$ cat src/rtl/multdiv_seq.sv
`default_nettype none
// ============================================================================
// Module   : multdiv_seq
// Purpose  : Operand latch, iteration counter and result capture sequencer
//            for the iterative multiply/divide datapaths.
// Revision : 1.0  initial release
// ============================================================================
module multdiv_seq #(
    parameter int WIDTH       = 32,
    parameter int MULT_CYCLES = 16,
    parameter int DIV_CYCLES  = 32
) (
    input  logic             clk,
    input  logic             reset_n,
    input  logic             ctrl_MULT,
    input  logic             ctrl_DIV,
    input  logic [WIDTH-1:0] data_operandA,
    input  logic [WIDTH-1:0] data_operandB,
    output logic [WIDTH-1:0] op_a,
    output logic [WIDTH-1:0] op_b,
    output logic [WIDTH-1:0] counter,
    input  logic [WIDTH-1:0] mult_product,
    input  logic             mult_overflow,
    input  logic [WIDTH-1:0] div_quotient,
    input  logic             div_exception,
    output logic [WIDTH-1:0] data_result,
    output logic             data_exception,
    output logic             data_resultRDY,
    output logic             busy
);

    localparam logic [WIDTH-1:0] c_MULT_END = WIDTH'(MULT_CYCLES);
    localparam logic [WIDTH-1:0] c_DIV_END  = WIDTH'(DIV_CYCLES);

    typedef enum logic [1:0] {
        S_IDLE  = 2'd0,
        S_MULT  = 2'd1,
        S_DIV   = 2'd2,
        S_DZERO = 2'd3
    } state_t;

    state_t           r_state;
    logic [WIDTH-1:0] r_op_a;
    logic [WIDTH-1:0] r_op_b;
    logic [WIDTH-1:0] r_counter;
    logic [WIDTH-1:0] r_result;
    logic             r_exception;
    logic             r_rdy;
    logic             r_busy;

    logic w_start;
    logic w_div_zero;

    assign w_start    = ctrl_MULT | ctrl_DIV;
    // Multiply has priority, so a simultaneous divide-by-zero request is ignored.
    assign w_div_zero = ~ctrl_MULT & ctrl_DIV & (data_operandB == '0);

    always_ff @(posedge clk or negedge reset_n) begin
        if (!reset_n) begin
            r_state     <= S_IDLE;
            r_op_a      <= '0;
            r_op_b      <= '0;
            r_counter   <= '0;
            r_result    <= '0;
            r_exception <= 1'b0;
            r_rdy       <= 1'b0;
            r_busy      <= 1'b0;
        end else begin
            r_rdy <= 1'b0;
            if (w_start) begin
                // A start always aborts whatever is running, including a terminal count.
                r_busy <= 1'b1;
                if (w_div_zero) begin
                    r_state <= S_DZERO;
                end else begin
                    r_op_a    <= data_operandA;
                    r_op_b    <= data_operandB;
                    r_counter <= '0;
                    r_state   <= ctrl_MULT ? S_MULT : S_DIV;
                end
            end else begin
                case (r_state)
                    S_MULT: begin
                        if (r_counter == c_MULT_END) begin
                            r_result    <= mult_product;
                            r_exception <= mult_overflow;
                            r_rdy       <= 1'b1;
                            r_busy      <= 1'b0;
                            r_state     <= S_IDLE;
                        end else begin
                            r_counter <= r_counter + 1'b1;
                        end
                    end
                    S_DIV: begin
                        if (r_counter == c_DIV_END) begin
                            r_result    <= div_quotient;
                            r_exception <= div_exception;
                            r_rdy       <= 1'b1;
                            r_busy      <= 1'b0;
                            r_state     <= S_IDLE;
                        end else begin
                            r_counter <= r_counter + 1'b1;
                        end
                    end
                    S_DZERO: begin
                        r_result    <= '0;
                        r_exception <= 1'b1;
                        r_rdy       <= 1'b1;
                        r_busy      <= 1'b0;
                        r_state     <= S_IDLE;
                    end
                    default: begin
                        r_busy <= 1'b0;
                    end
                endcase
            end
        end
    end

    assign op_a           = r_op_a;
    assign op_b           = r_op_b;
    assign counter        = r_counter;
    assign data_result    = r_result;
    assign data_exception = r_exception;
    assign data_resultRDY = r_rdy;
    assign busy           = r_busy;

endmodule
`default_nettype wire

$ cat config.mk
export PLATFORM = sky130hd
export DESIGN_NAME = multdiv_seq
export DESIGN_NICKNAME = d
export VERILOG_FILES = /design/src/rtl/multdiv_seq.sv
export SDC_FILE = /design/constraint.sdc
export NUM_CORES = 1
export LEC_CHECK = 0
export ABC_AREA = 1
export ABC_CLOCK_PERIOD_IN_PS = 4200
export BUFFER_PORTS_ARGS = -buffer_cell sky130_fd_sc_hd__buf_2
export CAP_MARGIN = 25
export CORE_ASPECT_RATIO = 0.7
export CORE_MARGIN = 2
export CORE_UTILIZATION = 45
export DETAILED_ROUTE_END_ITERATION = 8
export PLACE_DENSITY_LB_ADDON = 0.08
export SKIP_LAST_GASP = 1
export SLEW_MARGIN = 10
export SYNTH_ARGS = -nofsm -noshare
export SYNTH_HDL_FRONTEND = slang
export SYNTH_SLANG_ARGS = --single-unit
$ cat constraint.sdc
create_clock -name clk -period 4.2 [get_ports clk]
set_input_delay 0 -clock clk [delete_from_list [all_inputs] [get_ports clk]]
set_output_delay 0 -clock clk [all_outputs]
set_load 0.005 [all_outputs]
* Word-level counts from Yosys, hierarchy flattened
Cells that the tools add are included.
Storage, ports and cells: register bits 133, input port bits 134, output and inout bits 131, word-level logic and storage cells 61
Cells by class: $add $sub $neg 1, equal/unequal tests 12, multiplexer cells 25, bitwise logic cells 6, reduce and logical (&&, ||, !) cells 9
Operator list (number):
- $mux 32 | 6
- $pmux 32 s3 | 1
- $pmux 32 s2 | 1
- $add 32x1->32 const B | 1
- $eq 32x5->1 const B | 1
- $eq 32x6->1 const B | 1
- $logic_not 32->1 | 1
- $ne 3x3->1 const B | 4
- $mux 2 | 5
- $mux 1 | 8
- $reduce_and 4->1 | 2
- $ne 2x2->1 const B | 3
- $pmux 1 s3 | 2
- $pmux 2 s3 | 1
- $reduce_bool 3->1 | 2
- $eq 2x2->1 const B | 2
- $reduce_and 2->1 | 2
- $reduce_bool 4->1 | 1
- $not 1->1 | 3
- $reduce_and 3->1 | 1
- $and 1x1->1 | 2
- $eq 2x1->1 const B | 1
- $pmux 1 s2 | 1
- $or 1x1->1 | 1

* Logic depth before layout (Yosys ltp)
word-level depth 5, depth in mapped cells 13, mapped depth without buffers 12

* Worst setup path after synthesis
Ideal clock, no wire load.
path type reg-to-reg, from register r_counter[0], in the netlist counter[0], to register r_result[24], in the netlist data_result[24], library setup time 0.123 ns, data arrival time 1.609 ns, required time 4.077 ns, setup slack 2.468 ns, cell stages (with the launch flop) 14, buffers on the path 2, clock period less this slack 1.732 ns, cells stage by stage dfrtp_1 inv_1 ha_1 nand2_1 nor2_1 nand2_1 nor2_2 nand2_1 nand2_1 nand3_2 buf_6 buf_6 nand2_2 o21ai_2
Between the ends: word-level cells in the longest chain between the ends 3, elaborated cells on any way between the ends 5
Ends and longest elaborated chain:
- start: declaration | RTL line 45 | logic [WIDTH-1:0] r_counter;
- start signal: assignment | RTL line 91 | r_counter <= r_counter + 1'b1;
- start signal: assignment | RTL line 102 | r_counter <= r_counter + 1'b1;
- $eq 32x6->1 / $eq 32x5->1 (equally long branches) | RTL line 95, 84
- $ne 2x2->1 (no source line)
- $reduce_and 4->1 (no source line) (*)
- end signal: assignment | RTL line 85 | r_result <= mult_product;
- end signal: assignment | RTL line 96 | r_result <= div_quotient;
- end: declaration | RTL line 46 | logic [WIDTH-1:0] r_result;
Mark *: on every way between the ends. The rest lies on a longest branch, timed or not. A chain may end at the register's enable or synchronous reset.

* Worst setup path after layout
from register r_state[0], to register r_exception, in the netlist data_exception
Between the ends: word-level cells in the longest chain between the ends 3, elaborated cells on any way between the ends 8
Ends and longest elaborated chain:
- start: declaration | RTL line 42 | state_t r_state;
- start signal: assignment | RTL line 79 | r_state <= ctrl_MULT ? S_MULT : S_DIV;
- $eq 2x2->1 / $eq 2x1->1 (equally long branches) | RTL line 82 | case (r_state)
- $ne 2x2->1 (no source line) / $reduce_bool 3->1 (equally long branches)
- $reduce_and 4->1 (no source line)
- end signal: assignment | RTL line 86 | r_exception <= mult_overflow;
- end signal: assignment | RTL line 97 | r_exception <= div_exception;
- end: declaration | RTL line 47 | logic r_exception;
Parallel ways exist; a longest one is shown, timed or not.

==> flow_metrics.env <==
export IMPL_synthArstFlopShare_pct=100
export IMPL_leakagePower_nw=5.35
export IMPL_cpMostUsedCell="buf_4"
export IMPL_power_switching_w=0.00106
export IMPL_synth_most_common_cell="nand2_1"
export IMPL_finalSetupViolCount=0
export IMPL_ctsRootBufferMaster="clkbuf_16"
export IMPL_vias=7634
export IMPL_clkTransAtPathRegs_ps=60
export IMPL_crit_family="buffers and inverters"
export IMPL_maxSlewHeadroom_pct=37.8
export IMPL_critPathKind="flip-flop to flip-flop"
export IMPL_cts_resized=0
export IMPL_clockBufferDepth=2
export IMPL_crit_path_top_delay_cell="buf_4"
export IMPL_syn_nets=1093
export IMPL_finalHoldViolCount=0
export IMPL_outcome="completed"
export IMPL_synth_compound_area_share_pct=8.78
export IMPL_min_period_over_period_pct=61.3
export IMPL_core_sq_um=15400
export IMPL_grt_max_degree=100
export IMPL_synth_top_family_by_area="simple AND/OR/NAND/NOR gates"
export IMPL_power_density_nw_per_um2=367
export IMPL_synth_common_cells="nand2_1, dfrtp_1, nor2_1"
export IMPL_port_buffers=264
export IMPL_start_util_pct=45.6
export IMPL_synthSimpleGateAreaFrac_pct=36.3
export IMPL_crit_chain="inv_1, ha_1, nor2_2, buf_4, a21oi_1, nand3_2, buf_4, nand2_1, o21ai_2"
export IMPL_worstSkewPairLatency_ps=420
export IMPL_yosysTopAreaCell="dfrtp_1"
export IMPL_die_y_um=108
export IMPL_critical_path_arrival_ps=2870
export IMPL_first_pass_iters=5
export IMPL_ff_latch_area_sq_um=3330
export IMPL_worstPathRequired_ps=4500
export IMPL_tightest_slew_ps=932
export IMPL_critPathCaptureType="flip-flop"
export IMPL_cp_max_fo=44
export IMPL_routed_wl_um=23200
export IMPL_grt_pass1_vias=7275
export IMPL_p_clk_share_pct=39.9
export IMPL_rsz0062_at_grt="false"
export IMPL_peakVddDrop_mv=0.236
export IMPL_p_int_w=0.00274
export IMPL_antennaDiodeCount=0
export IMPL_avgSynthCellArea_sq_um=7.34
export IMPL_grt_overflow_total=0
export IMPL_period_needed_ps=2570
export IMPL_crit_path_max_incr_delay_ps=480
export IMPL_layout_nets=1472
export IMPL_dp_cells=1380
export IMPL_fin_skew_ps=11.5
export IMPL_final_cells=1545
export IMPL_synth_cell_types=26
export IMPL_drive_gt1_share_pct=25.4
export IMPL_ys_seq_area_share_pct=47.6
export IMPL_io_pins=265
export IMPL_placementRows=38
export IMPL_cts_buffers=17
export IMPL_gp_congestion=0.885
export IMPL_hold_class="input port to async pin"
export IMPL_maxSlewViolCount=0
export IMPL_drv_cap=0
export IMPL_dieArea_sq_um=16600
export IMPL_vias_per_cell=4.94
export IMPL_die_w_um=153
export IMPL_cts_sinks=133
export IMPL_route_detailed_wl_per_inst_um=15.0
export IMPL_syn_inst=953
export IMPL_finalSetupTns_ps=0
export IMPL_multi_input_area_sq_um=3240
export IMPL_worst_path_buf_inv=3
export IMPL_muxShareOfSynthArea_pct=0
export IMPL_synth_area_sq_um=7000
export IMPL_drcViolationCount=0
export IMPL_htreeDepth=4
export IMPL_grt_pass1_wl_um=37000
export IMPL_grt_usage_pct=27.9
export IMPL_drtIter0Drc=602
export IMPL_synth_fa_ha_area_share_pct=1.07
export IMPL_seq_power_share_pct=40.3
export IMPL_hpwl_um=14900
export IMPL_comb_power_share_pct=19.7
export IMPL_clock_fmax_mhz=388
export IMPL_fillers=1303
export IMPL_synth_seq_cells=133
export IMPL_design_area_sq_um=10300
export IMPL_p_sw_share_pct=28.0
export IMPL_synth_top_cell_area_share_pct=47.6
export IMPL_antenna_found_initial=0
export IMPL_synthFlopType="dfrtp_1"
export IMPL_synth_xor_area_share_pct=0.125
export IMPL_critPathLaunchType="flip-flop"
export IMPL_synthTopCellsByArea="dfrtp_1, nand2_1, nand3_1"
export IMPL_synth_edf_count=0
export IMPL_placed_cell_area_sq_um=8410
export IMPL_cts_tree="yes"
export IMPL_drt_antenna_violating_nets=0
export IMPL_syn_to_final_growth_pct=47.8
export IMPL_yosys_warnings=0
-- routing by layer --
layer | track usage [%] | share of wire [%]
met2 | 44.9 | 46
met4 | 6.48 | 1.2
met1 | 38.1 | 46
met3 | 7.41 | 7.1
met5 | 0 | 0
-- per-stage QoR --
step | setup WS [ps] | hold slack [ps] | total power (W) | util, %
5_1_grt | 1340 | 315 | 0.00398 | 67.3
3_5_place_dp | 1660 | 170 | 0.00216 | 54.7
3_3_place_gp | 1710 | 171 | 0.00215 | 54.7
4_1_cts | 1630 | 279 | 0.00381 | 67.3
2_1_floorplan | 2470 | -296 | 0.00184 | -
6_report | 1630 | 225 | 0.00380 | 67.3
-- power groups by stage --
stage	Combinational, W	Clock, W	Sequential, W
CTS	0.000742	0.00154	0.00153
detailed placement	0.000618	0	0.00155
global placement	0.000605	0	0.00155
floorplan	0.000272	0	0.00157
finish	0.000750	0.00152	0.00153
global route	0.000834	0.00160	0.00155
-- logic make-up (layout without fill, tap and decap cells) --
logic type	after synthesis	count (layout)
simple gates	618	618
flops	133	133
buf+inv	99	491
compound gates	96	96
fa+ha+maj	6	6
xor+xnor	1	1
-- area by class of cell --
type                            count  share of cell area (%)
Inverter                           54                    1.96
Tap cell                          200                    2.42
Clock inverter                     12                    1.38
Multi-Input combinational cell    721                    31.3
Sequential cell                   133                    32.2
Timing Repair Buffer              405                    26.3
Clock buffer                       20                    4.42
-- placed cells by master (no fill, tap or decap), types with 14 or more instances in the layout --
cell type,instances
a21oi_1,15
a22oi_1,32
buf_2,263
clkbuf_16,17
dfrtp_1,133
dlygate4sd3_1,133
inv_1,47
nand2_1,362
nand3_1,111
nor2_1,119
o21ai_0,14
o21ai_1,20
-- final timing paths --
check | from | end | slack, ps | cells past startpoint
min | reset_n | counter[29]$_DFFE_PN0P_ | 230 | 2
max reg2reg | r_state[0]$_DFFE_PN0P_ | data_exception$_DFFE_PN0P_ | 1630 | 9
min in group clk | data_operandA[30] | op_a[30]$_DFFE_PN0P_ | 340 | 4
max | r_state[0]$_DFFE_PN0P_ | data_exception$_DFFE_PN0P_ | 1630 | 9
min reg2reg | op_b[12]$_DFFE_PN0P_ | op_b[12]$_DFFE_PN0P_ | 470 | 2
max in group asynchronous | reset_n | r_state[0]$_DFFE_PN0P_ | 2970 | 3
-- registers in the layout, indices dropped and copies added (netlist names) --
signal / flops
data_result: 32
op_a: 32
op_b: 32
counter: 32
busy: 1
data_resultRDY: 1
r_state: 2
data_exception: 1
-- repair_timing --
| action | in CTS | in global routing |
|---|---|---|
| hold endpoints to repair | 197 | 0 |
| hold buffers | 133 | 0 |
| setup buffers | 0 | 0 |
| setup endpoints to repair | 0 | 0 |
No activity file was read; power rests on OpenSTA's default activity.
